<file path="config.mk">
export PLATFORM = sky130hd
export DESIGN_NAME = scnn_decompression_wts
export DESIGN_NICKNAME = d
export VERILOG_FILES = /design/src/rtl/scnn_decompression_wts.sv
export SDC_FILE = /design/constraint.sdc
export NUM_CORES = 2
export LEC_CHECK = 0
export ABC_CLOCK_PERIOD_IN_PS = 8700
export CORE_AREA = 5 5 396 398
export DETAILED_ROUTE_END_ITERATION = 10
export DIE_AREA = 0 0 401 403
export GPL_TIMING_DRIVEN = 0
export PLACE_DENSITY = 0.64
export SLEW_MARGIN = 0
export SYNTH_ARGS = -nofsm -noshare
export SYNTH_HDL_FRONTEND = slang
export SYNTH_SLANG_ARGS = --single-unit
</file>
<file path="constraint.sdc">
create_clock -name clk -period 8.7 [get_ports clk]
set_input_delay 1.74 -clock clk [delete_from_list [all_inputs] [get_ports clk]]
set_output_delay 1.74 -clock clk [all_outputs]
set_load 0.1 [all_outputs]
</file>
<file path="src/rtl/scnn_decompression_wts.sv">
// Sequential SCNN weight decompressor: scatters a zero-run encoded 5x5 filter
// tile into a dense N-entry buffer, one nonzero per clock.
module scnn_decompression_wts #(
  parameter int N  = 25,
  parameter int DW = 16,
  parameter int IW = 8
) (
  input  logic            clk,
  input  logic            rst_n,
  input  logic            in_valid,
  output logic            in_ready,
  input  logic [N*DW-1:0] comp_arr,
  input  logic [N*IW-1:0] comp_ind,
  input  logic [IW-1:0]   non_zero,
  output logic            out_valid,
  input  logic            out_ready,
  output logic [N*DW-1:0] dense_arr,
  output logic            err
);

  localparam int AW = $clog2(N);
  localparam logic [IW-1:0] N_IW     = IW'(N);
  localparam logic [IW-1:0] ONE      = IW'(1);
  localparam logic [IW:0]   LAST_IDX = (IW+1)'(N-1);

  typedef enum logic [1:0] {
    IDLE,
    DECODE,
    DONE
  } state_t;

  state_t          state;
  logic [N*DW-1:0] val_q;
  logic [N*IW-1:0] ind_q;
  logic [IW-1:0]   nz_q;
  logic [IW-1:0]   pos;
  logic [IW-1:0]   k;

  logic [AW-1:0]   k_idx;
  logic [AW-1:0]   t_idx;
  logic [IW-1:0]   cur_ind;
  logic [DW-1:0]   cur_val;
  logic [IW:0]     target;

  // Target is one bit wider than the indices so a run past the tile end is caught, not wrapped.
  always_comb begin
    k_idx   = k[AW-1:0];
    cur_ind = ind_q[k_idx*IW +: IW];
    cur_val = val_q[k_idx*DW +: DW];
    target  = {1'b0, pos} + {1'b0, cur_ind};
    t_idx   = target[AW-1:0];
  end

  always_ff @(posedge clk or negedge rst_n) begin
    if (!rst_n) begin
      state     <= IDLE;
      in_ready  <= 1'b1;
      out_valid <= 1'b0;
      dense_arr <= '0;
      err       <= 1'b0;
      val_q     <= '0;
      ind_q     <= '0;
      nz_q      <= '0;
      pos       <= '0;
      k         <= '0;
    end else begin
      case (state)
        IDLE: begin
          if (in_valid && in_ready) begin
            val_q     <= comp_arr;
            ind_q     <= comp_ind;
            nz_q      <= non_zero;
            dense_arr <= '0;
            err       <= 1'b0;
            pos       <= '0;
            k         <= '0;
            in_ready  <= 1'b0;
            if (non_zero == '0) begin
              state <= DONE;
            end else if (non_zero > N_IW) begin
              err   <= 1'b1;
              state <= DONE;
            end else begin
              state <= DECODE;
            end
          end
        end

        DECODE: begin
          if (target > LAST_IDX) begin
            err       <= 1'b1;
            out_valid <= 1'b1;
            state     <= DONE;
          end else begin
            dense_arr[t_idx*DW +: DW] <= cur_val;
            pos <= target[IW-1:0] + ONE;
            k   <= k + ONE;
            if (k == nz_q - ONE) begin
              out_valid <= 1'b1;
              state     <= DONE;
            end
          end
        end

        // Empty and oversized tiles arrive here straight from IDLE and raise out_valid one cycle later.
        DONE: begin
          if (!out_valid) begin
            out_valid <= 1'b1;
          end else if (out_ready) begin
            out_valid <= 1'b0;
            in_ready  <= 1'b1;
            state     <= IDLE;
          end
        end

        default: begin
          state <= IDLE;
        end
      endcase
    end
  end

endmodule

</file>
==> impl_metrics.py <==
metrics = {
    "run_status": {
        "status": "finished, final reports clean",
    },
    "clock_network": {
        "clk_path_buf_depth": 3,
        "tritoncts_num_sinks": 1029,
        "cts_root_buf": "clkbuf_16",
        "htreeDepth": 3,
        "cts_tree": "yes",
        "hold_buffers": 0,
        "cts_buffers": 112,
        "clkTransAtPathRegs_ns": 0.06,
        "cts_setup_buffers": 0,
        "clock_latency_ns": 0.75,
    },
    "finish": {
        "layout.nets": 6185,
        "final_util_pct": 40.6,
        "nFillCells": 14900,
        "final_cells": 7730,
        "area_growth_pct": 37.6,
        "final_common_cell": "nand2_1",
        "drive_above_1_share_pct": 10.9,
        "layout_common_cells": "nand2_1 (1935), dfrtp_1 (1028), clkdlybuf4s50_1 (1013)",
        "fin_area_sq_um": 62200,
    },
    "routing": {
        "dr.pass1.iters": 6,
        "ant_nets": 0,
        "drc": 0,
        "num_vias": 38800,
        "viasPerCell": 5.02,
        "drt-initial-drc-count": 3407,
        "wire_per_inst_microns": 26.8,
        "finalWirelength_mm": 207,
    },
    "floorplan": {
        "die_h_microns": 403,
        "die_w_microns": 401,
        "dieArea_sq_um": 162000,
        "core_area_sq_um": 153000,
        "ios": 1015,
        "initial_utilization_pct": 29.5,
        "rows": 144,
    },
    "critical_path": {
        "path_common_cell": "buf_2",
        "crit_type": "register to register",
        "critPathRequiredTime_ns": 9.33,
        "cp_cell_sequence": "buf_2 > clkbuf_4 > buf_2 > buf_2 > clkbuf_1 > mux4_2 > mux4_2 > nand2_1 > o21ai_0 > ha_1 > or2_1 > and3_1 > nor2_1 > buf_2 > nor2_1 > ha_1 > nand2b_1 > or2_2 > or4_4 > o31ai_4 > nand2_2 > o21ai_4 > buf_4 > mux2_2",
        "worstPathMaxFanout": 10,
        "critPathSlowestCell": "clkbuf_1",
        "start_kind": "register",
        "crit_path_start": "k[1]",
        "cp-end-kind": "register",
        "r2r_start": "k[1]",
        "cp.arrival_ns": 8.89,
        "max_stage_delay_ns": 0.58,
    },
    "global_route": {
        "grt_pass1_wl_mm": 290,
        "globalRouteOverflowTotal": 0,
        "grt_usage_pct": 24.8,
        "grt_max_degree": 174,
        "grt_pass1_vias": 39800,
        "antenna_found_initial": 48,
    },
    "synth": {
        "synth_adder_area_share_pct": 0.404,
        "synth_xor_area_share_pct": 0.421,
        "yosys.area_share.simple_pct": 19.7,
        "yosysSeqAreaShare_pct": 57.0,
        "synth_edf_count": 0,
        "ys_ff_latch": 1029,
        "yosys_warnings": 0,
        "synth.distinct_cells": 78,
        "synthArstFlopShare_pct": 100,
        "muxShareOfSynthArea_pct": 12.3,
        "synth_nets": 5051,
        "syn_avg_cell_area_sq_um": 10.2,
        "synthCells": 4425,
        "synth_compound_area_share_pct": 7.18,
        "synth_area_sq_um": 45200,
        "synth_top_family_by_area": "simple AND/OR/NAND/NOR gates",
        "synthFlopType": "dfrtp_1",
    },
    "placed_design": {
        "gp_congestion": 0.941,
        "io_buffers": 1014,
        "placedCellCount": 7489,
        "dp_hpwl_mm": 163,
        "placed_area_sq_um": 58100,
    },
    "timing": {
        "fin_setup_tns_ns": 0,
        "setup_viol": 0,
        "slew_viol_final": 0,
        "hold_violations": 0,
        "fin_crit_sh_pct": 94.9,
        "slew_headroom_pct": 11.4,
        "rsz0062_at_grt": "no",
        "tightest_slew_ns": 1.33,
        "min_period_ns": 8.26,
        "clock_skew_ns": 0.0345,
        "max_freq_mhz": 121,
    },
    "power_and_ir_drop": {
        "p_per_area_nw_per_um2": 167,
        "p_total_mw": 10.4,
        "leakage_nw": 29.1,
        "peakVddDrop_mv": 0.192,
    },
    "min_path": {
        "min_from": "val_q[99]",
        "hold_class": "register to register",
    },
    "run": {
        "cap_violations": 0,
    },
}
cell type report:
class | count | area, sq um | share of cell area (%)
flip-flops and latches | 1029 | 25800 | 41.4
clock buffers | 156 | 3160 | 5.08
diodes | 27 | 67.6 | 0.109
plain buffers | 306 | 1320 | 2.12
repair buffers | 1020 | 10300 | 16.6
multi-input cells | 3071 | 18100 | 29.1
clock inverters | 58 | 857 | 1.38
well taps | 2044 | 2560 | 4.11
inverters | 19 | 71.3 | 0.115
metal layers:
layer  wire length, microns  part of all wire, %  track usage (%)  up-vias
li1                       -                    -                -    17000
met1                  79200                   38             29.9    19500
met2                  99500                   48             41.1     1783
met3                  15500                  7.5             5.47      432
met4                  12900                  6.2             14.4       22
met5                    142                0.069                0        -
state kept, by name, summed over array words and instances (netlist names):
name / count
nz_q: 8
state: 2
out_valid: 1
err: 1
val_q: 400
pos: 8
in_ready: 1
ind_q: 200
dense_arr: 400
k: 8
logic make-up after synthesis:
kind of cell	Yosys count
compound gates	404
xor+xnor	20
fa+ha+maj	14
buf+inv	325
flops	1029
mux	354
simple gates	2279
power by group:
part | internal, mW | leakage [nW] | switching (mW)
sequential | 4.79 | 14.1 | 0
clock | 3.02 | 1.95 | 2.17
combinational | 0.251 | 13.0 | 0.173
total | 8.05 | 29.1 | 2.34
final timing paths:
check                                 end  slack (ns)  cells after the start
max                        dense_arr[237]        0.44                     24
min                             val_q[99]        0.47                      2
max reg2reg                dense_arr[237]        0.44                     24
min reg2reg                     val_q[99]        0.47                      2
max in group asynchronous       val_q[47]        4.83                      4
min in group asynchronous  dense_arr[171]        1.04                      1
metrics by stage:
stage	worst slack [ns]	hold WS, ns
2_1_floorplan	2.39	0.440
3_3_place_gp	-41.00	0.452
3_5_place_dp	-0.210	0.457
4_1_cts	0.0264	0.472
5_1_grt	0.0521	0.489
6_report	0.442	0.469
worst max-delay path: cells and delay by family, from the launching register on:
kind / cells / cell delay [ns]
buffers and inverters: 7 / 2.66
AO/OA/AOI/OAI: 3 / 0.71
flip-flops: 1 / 0.48
multiplexers: 3 / 1.37
adder cells (fa/ha/maj): 2 / 0.77
AND/OR/NAND/NOR: 9 / 2.10
what timing repair did:
item                       4_1_cts  5_1_grt
setup endpoints to repair       26       61
gates resized for setup          2        3
pin swaps                        0        0
synth_stat cells (5+ instances only):
master     number  area [sq um]
nor3_1         10          50.1
nor2_1        206           773
a31oi_1        12          75.1
mux2i_1        46           460
nand2b_1       30           188
nand2_1      1936          7270
dfrtp_1      1028         25700
mux4_2        144          3240
a32oi_1        13           114
xnor2_1        14           123
a221o_1         6          60.1
o2bb2ai_1     160          1400
nand2_2         7          43.8
mux2_1         23           259
buf_6           6          67.6
a21oi_1        38           190
o2111ai_1       5          43.8
a22o_1         56           490
ha_1           13           163
and3_1          8          50.1
nand3_1        31           155
or2_2          13          81.3
clkbuf_1      206           773
mux2_2        141          1590
o21ai_0        40           200
or2_1           5          31.3
buf_1          12          45.0
inv_1          17          63.8
o21a_1         10          75.1
o211ai_1        7          52.6
buf_2          76           380
or4_1           6          45.0
buf_4           6          45.0
o31ai_1         7          52.6
Power figures use the tool's default switching activity.
